===== src/rtl/ps2_key_tracker.sv =====
// Purpose: passive PS/2 Set-2 receiver; decodes make/break/extended codes into a 33-key held bitmap.
// Latency: SYNC_STAGES cycles of input sync + 1 cycle from stop-bit sample to o_key/o_code/o_valid.
// Backpressure: none; listen-only, every framed byte is reported as a one-cycle pulse.
module ps2_key_tracker #(
    parameter int TIMEOUT_CYC = 100,
    parameter int SYNC_STAGES = 2
) (
    input  logic        i_clk,
    input  logic        i_rst_n,
    input  logic        i_ps2_clk,
    input  logic        i_ps2_dat,
    output logic [32:0] o_key,
    output logic [7:0]  o_code,
    output logic        o_valid,
    output logic        o_frame_err
);
    // Depth is clamped so a mis-set parameter can never drop below two flops.
    localparam int SS = (SYNC_STAGES < 2) ? 2 : SYNC_STAGES;
    localparam int TW = $clog2(TIMEOUT_CYC + 1);
    localparam logic [TW-1:0] TMO_LAST = TW'(TIMEOUT_CYC - 1);

    localparam logic [7:0] CODE_BRK = 8'hF0;
    localparam logic [7:0] CODE_EXT = 8'hE0;
    localparam logic [7:0] CODE_OVF0 = 8'h00;
    localparam logic [7:0] CODE_OVF1 = 8'hFF;
    localparam logic [5:0] NO_KEY = 6'd63;

    typedef enum logic [1:0] {
        S_IDLE   = 2'd0,
        S_RECV   = 2'd1,
        S_STOP   = 2'd2,
        S_DECODE = 2'd3
    } state_t;

    // Scan code to bitmap position; NO_KEY for anything not on the synth keyboard.
    function automatic logic [5:0] key_index(input logic [7:0] code);
        logic [5:0] idx;
        case (code)
            8'h1A: idx = 6'd0;
            8'h1B: idx = 6'd1;
            8'h22: idx = 6'd2;
            8'h23: idx = 6'd3;
            8'h21: idx = 6'd4;
            8'h2A: idx = 6'd5;
            8'h34: idx = 6'd6;
            8'h32: idx = 6'd7;
            8'h33: idx = 6'd8;
            8'h31: idx = 6'd9;
            8'h3B: idx = 6'd10;
            8'h3A: idx = 6'd11;
            8'h15: idx = 6'd12;
            8'h1E: idx = 6'd13;
            8'h1D: idx = 6'd14;
            8'h26: idx = 6'd15;
            8'h24: idx = 6'd16;
            8'h2D: idx = 6'd17;
            8'h2E: idx = 6'd18;
            8'h2C: idx = 6'd19;
            8'h36: idx = 6'd20;
            8'h35: idx = 6'd21;
            8'h3D: idx = 6'd22;
            8'h3C: idx = 6'd23;
            8'h43: idx = 6'd24;
            8'h46: idx = 6'd25;
            8'h44: idx = 6'd26;
            8'h45: idx = 6'd27;
            8'h4D: idx = 6'd28;
            8'h41: idx = 6'd29;
            8'h4B: idx = 6'd30;
            8'h49: idx = 6'd31;
            8'h29: idx = 6'd32;  // space bar, used as sustain
            default: idx = NO_KEY;
        endcase
        return idx;
    endfunction

    logic [SS-1:0]   clk_sync_q;
    logic [SS-1:0]   dat_sync_q;
    logic            clk_prev_q;
    logic            ps2_clk_s;
    logic            ps2_dat_s;
    logic            fall;

    state_t          state_q, state_d;
    logic [3:0]      bit_cnt_q, bit_cnt_d;
    logic [8:0]      shift_q, shift_d;
    logic [TW-1:0]   tmo_q, tmo_d;
    logic [TW-1:0]   tmo_inc;
    logic            brk_q, brk_d;
    logic            ext_q, ext_d;
    logic [32:0]     key_q, key_d;
    logic [7:0]      code_q, code_d;
    logic            valid_q, valid_d;
    logic            err_q, err_d;

    logic [7:0]      rx_byte;
    logic [5:0]      key_idx;
    logic            key_hit;
    logic [32:0]     key_bit;

    // Synchronize both lines; idle-high reset value keeps reset release from faking an edge.
    always_ff @(posedge i_clk or negedge i_rst_n) begin
        if (!i_rst_n) begin
            clk_sync_q <= '1;
            dat_sync_q <= '1;
            clk_prev_q <= 1'b1;
        end else begin
            clk_sync_q <= {clk_sync_q[SS-2:0], i_ps2_clk};
            dat_sync_q <= {dat_sync_q[SS-2:0], i_ps2_dat};
            clk_prev_q <= clk_sync_q[SS-1];
        end
    end

    assign ps2_clk_s = clk_sync_q[SS-1];
    assign ps2_dat_s = dat_sync_q[SS-1];
    assign fall      = clk_prev_q & ~ps2_clk_s;

    // After 9 shifts, shift_q[7:0] holds D0..D7 and shift_q[8] the parity bit.
    assign rx_byte = shift_q[7:0];
    assign key_idx = key_index(rx_byte);
    assign key_hit = (key_idx != NO_KEY);
    assign key_bit = 33'd1 << key_idx;
    assign tmo_inc = tmo_q + TW'(1);

    // Frame FSM next state, timeout counting and byte decode.
    always_comb begin
        state_d   = state_q;
        bit_cnt_d = bit_cnt_q;
        shift_d   = shift_q;
        tmo_d     = tmo_q;
        brk_d     = brk_q;
        ext_d     = ext_q;
        key_d     = key_q;
        code_d    = code_q;
        valid_d   = 1'b0;
        err_d     = 1'b0;

        case (state_q)
            S_IDLE: begin
                tmo_d = '0;
                // A falling edge with data high is a line glitch, not a start bit.
                if (fall && !ps2_dat_s) begin
                    state_d   = S_RECV;
                    bit_cnt_d = '0;
                end
            end

            S_RECV: begin
                if (fall) begin
                    shift_d = {ps2_dat_s, shift_q[8:1]};
                    tmo_d   = '0;
                    if (bit_cnt_q == 4'd8) begin
                        state_d   = S_STOP;
                        bit_cnt_d = '0;
                    end else begin
                        bit_cnt_d = bit_cnt_q + 4'd1;
                    end
                end else if (tmo_inc == TMO_LAST) begin
                    err_d     = 1'b1;
                    brk_d     = 1'b0;
                    ext_d     = 1'b0;
                    tmo_d     = '0;
                    bit_cnt_d = '0;
                    state_d   = S_IDLE;
                end else begin
                    tmo_d = tmo_inc;
                end
            end

            S_STOP: begin
                if (fall) begin
                    tmo_d = '0;
                    if (ps2_dat_s && (^shift_q)) begin
                        // Decode is applied on the stop-bit cycle so the results are
                        // visible while the FSM sits in DECODE, one cycle later.
                        state_d = S_DECODE;
                        code_d  = rx_byte;
                        valid_d = 1'b1;
                        if (rx_byte == CODE_BRK) begin
                            brk_d = 1'b1;
                        end else if (rx_byte == CODE_EXT) begin
                            ext_d = 1'b1;
                        end else if (rx_byte == CODE_OVF0 || rx_byte == CODE_OVF1) begin
                            key_d = '0;
                            brk_d = 1'b0;
                            ext_d = 1'b0;
                        end else begin
                            brk_d = 1'b0;
                            ext_d = 1'b0;
                            // Extended keys (arrows etc.) never touch the bitmap.
                            if (!ext_q && key_hit) begin
                                if (brk_q) key_d = key_q & ~key_bit;
                                else       key_d = key_q | key_bit;
                            end
                        end
                    end else begin
                        err_d   = 1'b1;
                        brk_d   = 1'b0;
                        ext_d   = 1'b0;
                        state_d = S_IDLE;
                    end
                end else if (tmo_inc == TMO_LAST) begin
                    err_d   = 1'b1;
                    brk_d   = 1'b0;
                    ext_d   = 1'b0;
                    tmo_d   = '0;
                    state_d = S_IDLE;
                end else begin
                    tmo_d = tmo_inc;
                end
            end

            S_DECODE: begin
                // Single recovery cycle; an edge here cannot occur at legal PS/2 rates.
                tmo_d   = '0;
                state_d = S_IDLE;
            end

            default: begin
                state_d = S_IDLE;
            end
        endcase
    end

    // State, datapath and registered output pulses.
    always_ff @(posedge i_clk or negedge i_rst_n) begin
        if (!i_rst_n) begin
            state_q   <= S_IDLE;
            bit_cnt_q <= '0;
            shift_q   <= '0;
            tmo_q     <= '0;
            brk_q     <= 1'b0;
            ext_q     <= 1'b0;
            key_q     <= '0;
            code_q    <= '0;
            valid_q   <= 1'b0;
            err_q     <= 1'b0;
        end else begin
            state_q   <= state_d;
            bit_cnt_q <= bit_cnt_d;
            shift_q   <= shift_d;
            tmo_q     <= tmo_d;
            brk_q     <= brk_d;
            ext_q     <= ext_d;
            key_q     <= key_d;
            code_q    <= code_d;
            valid_q   <= valid_d;
            err_q     <= err_d;
        end
    end

    assign o_key       = key_q;
    assign o_code      = code_q;
    assign o_valid     = valid_q;
    assign o_frame_err = err_q;

endmodule


===== config.mk =====
export PLATFORM = sky130hd
export DESIGN_NAME = ps2_key_tracker
export DESIGN_NICKNAME = d
export VERILOG_FILES = /design/src/rtl/ps2_key_tracker.sv
export SDC_FILE = /design/constraint.sdc
export NUM_CORES = 1
export LEC_CHECK = 0
export ABC_CLOCK_PERIOD_IN_PS = 3800
export BUFFER_PORTS_ARGS = -buffer_cell sky130_fd_sc_hd__buf_4
export CORE_ASPECT_RATIO = 0.7
export CORE_MARGIN = 10
export CORE_UTILIZATION = 25
export DETAILED_ROUTE_END_ITERATION = 10
export HOLD_SLACK_MARGIN = 0.1
export SYNTH_ARGS = -nofsm -noshare
export SYNTH_HDL_FRONTEND = slang
export SYNTH_SLANG_ARGS = --single-unit

===== constraint.sdc =====
create_clock -name i_clk -period 3.8 [get_ports i_clk]
set_clock_uncertainty 0.1 [all_clocks]
set_input_delay 0.76 -clock i_clk [delete_from_list [all_inputs] [get_ports i_clk]]
set_output_delay 0.76 -clock i_clk [all_outputs]
set_load 0.005 [all_outputs]

==> results.yml <==
floorplanning:
  rows: 40
  ios: 47
  die_w_um: 179
  core_mm2: 0.0172
  start_util_pct: 25.5
  die_area_mm2: 0.0234
  die_h_um: 131
setup_path:
  start_kind: "register"
  setup.reg_to_reg.worst_slack_ns: 0.48
  r2r-end: "o_key[28]"
  critical_path_arrival_ns: 3.48
  path_class: "register to register"
  timing.rr.start: "shift_q[0]"
  ff2ff_path_depth: 10
  end_kind: "register"
  crit_fanout: 9
  worstPathRequired_ns: 3.95
grt:
  grt_usage_pct: 10.7
  grt_max_degree: 73
  antenna_found_initial: 0
  overflow: 0
  grt_pass1_wl_mm: 20.2
  grt_pass1_vias: 3759
synthesis:
  async_flop_share_pct: 100
  synth_cell_types: 70
  ys_warn_count: 0
  syn_avg_cell_area_um2: 8.99
  ys_seq_area_share_pct: 41.1
  ys_top_cells_by_area: "dfrtp_1 (38%), o21ai_0 (8.8%), ha_1 (6.8%)"
  synth_seq_cells: 72
  syn-cell-area_mm2: 0.00440
  synth-edff-count: 0
  synth_ff_type: "dfrtp_1"
  syn_inst: 489
  yosysTopAreaCellShare_pct: 38.1
  synth_area_leader_cell: "dfrtp_1"
  synth_fp_nets: 517
clock_network:
  numCtsBuffers: 9
  clock_sinks: 72
  post_cts_resized: 0
  clockBufferDepth: 2
  clkTransAtPathRegs_ns: 0.06
  cts_hold_buf: 0
  cts_setup_buffers: 0
  cts_tree: "built"
  htreeDepth: 3
  cts-root-buf: "clkbuf_16"
  insertion_delay_ns: 0.34
routing:
  drc: 0
  vias_per_cell: 4.94
  wl_per_cell_um: 15.5
  finalWirelength_mm: 12.1
  ant_nets: 0
  first_iter_violations: 364
  vias: 3859
  drt_first_pass_iters: 5
placed_design:
  dp_hpwl_mm: 8.89
  place_inst: 765
  place_congestion: 0.879
  port_buffers: 46
layout:
  diodes: 0
  drive_gt1_share_pct: 19.5
  final_nets: 573
  synthToLayoutAreaGrowth_pct: 23.1
  final_cells: 781
timing:
  worst_pin_slew_ns: 0.909
  rsz0062_at_grt: "false"
  setup_viol: 0
  final_hold_viol_count: 0
  fin_crit_sh_pct: 87.5
  clock.fmax_ghz: 0.301
  drv_slew: 0
  finalSetupTns_ns: 0
  slew_headroom_pct: 39.4
  min_period_ns: 3.32
power:
  p_leak_nw: 2.30
  ir_worst_vdd_mv: 0.290
  powerDensity_mw_per_mm2: 680
job:
  max_cap_violations: 0
worst_hold_path:
  min_path_type: "register to register"
  min_to: "clk_sync_q[1]"
  hold_path_depth: 0
  min_from: "clk_sync_q[0]"
outcome:
  outcome: "complete, no violations"
==> cells by family after synthesis <==
logic type	synth area share, %
compound gates	24.2
flops	41.1
simple gates	18.0
mux	2.87
buf+inv	4.87
xor+xnor	2.11
fa+ha+maj	6.83
==> through the flow <==
step	util (%)	instance area (um^2)	setup slack (ns)	hold slack, ns	power [W]
2_1_floorplan	-	4400	0.576	0.245	0.00228
3_3_place_gp	29.6	5100	0.550	0.246	0.00280
3_5_place_dp	29.6	5100	0.528	0.247	0.00277
4_1_cts	31.4	5410	0.505	0.257	0.00368
5_1_grt	31.4	5410	0.139	0.262	0.00397
6_report	31.4	5410	0.477	0.255	0.00368
==> worst max-delay path, stage by stage (launching register included) <==
cell and delay [ns]:
dfrtp_1 0.34, inv_1 0.14, ha_1 0.45, mux2i_1 0.15, a2111o_1 0.52, nand2_1 0.12
o22a_1 0.28, nor4_2 0.09, nor3_1 0.47, nand2_1 0.32, o21ai_0 0.25
==> synthesized netlist by cell type (all sizes together), types with 4 or more instances <==
cell and n:
xnor2 5, o41ai 4, dfrtp 67, o22ai 7, nor2b 6, a21oi 13, inv 26, or2 7
a211oi 20, nand3 10, a31oi 8, mux2i 7, o21ai 81, ha 24, and2 4, nand3b 5
nor3 9, nor3b 5, nor2 28, nand2b 11, nand2 52, dfstp 5, o211ai 15, buf 12
clkbuf 11
==> state kept, by name (all words and copies together), names as in the netlist <==
| signal | count |
|---|---|
| o_key | 33 |
| bit_cnt_q | 4 |
| brk_q | 1 |
| shift_q | 9 |
| ext_q | 1 |
| o_code | 8 |
| state_q | 2 |
| clk_prev_q | 1 |
| tmo_q | 7 |
| o_frame_err | 1 |
| o_valid | 1 |
| dat_sync_q | 2 |
| clk_sync_q | 2 |
==> placed cells by master, fill, tap and decap left out, types with 12 or more instances in the layout <==
| cell type | count |
|---|---|
| a211oi_1 | 20 |
| a21oi_1 | 12 |
| buf_4 | 67 |
| dfrtp_1 | 67 |
| ha_1 | 24 |
| inv_1 | 25 |
| nand2_1 | 52 |
| nor2_1 | 28 |
| o211ai_1 | 14 |
| o21ai_0 | 77 |
==> worst max path at each step <==
stage,endpoint,start,slack [ns],depth (start not counted)
6_report,o_key[28],shift_q[0],0.48,10
5_1_grt,o_key[9],shift_q[0],0.14,11
4_1_cts,o_key[9],shift_q[0],0.51,11
3_5_place_dp,o_key[10],shift_q[0],0.53,11
3_3_place_gp,o_key[17],shift_q[0],0.55,11
2_1_floorplan,o_key[7],shift_q[1],0.58,11
==> power breakdown <==
part / internal (W) / switching [W] / total (W)
registers: 0.000854 / 0.0000761 / 0.000931
logic: 0.000707 / 0.00115 / 0.00186
clock network: 0.000548 / 0.000342 / 0.000891
==> routing by layer <==
layer,global-route usage [%],share of wire (%),up-vias
met4,3.20,1.4,0
met2,14.5,41,125
met3,3.27,6.6,15
met5,0,0,-
li1,-,-,1895
met1,15.7,51,1824
==> layout make-up <==
type | instances | area [um^2]
Timing Repair Buffer | 68 | 523
Clock inverter | 5 | 63.8
Sequential cell | 72 | 1810
Multi-Input combinational cell | 367 | 2370
Fill cell | 1826 | 11800
Clock buffer | 11 | 253
Inverter | 27 | 101
Tap cell | 231 | 289
No activity file was read; power rests on OpenSTA's default activity.
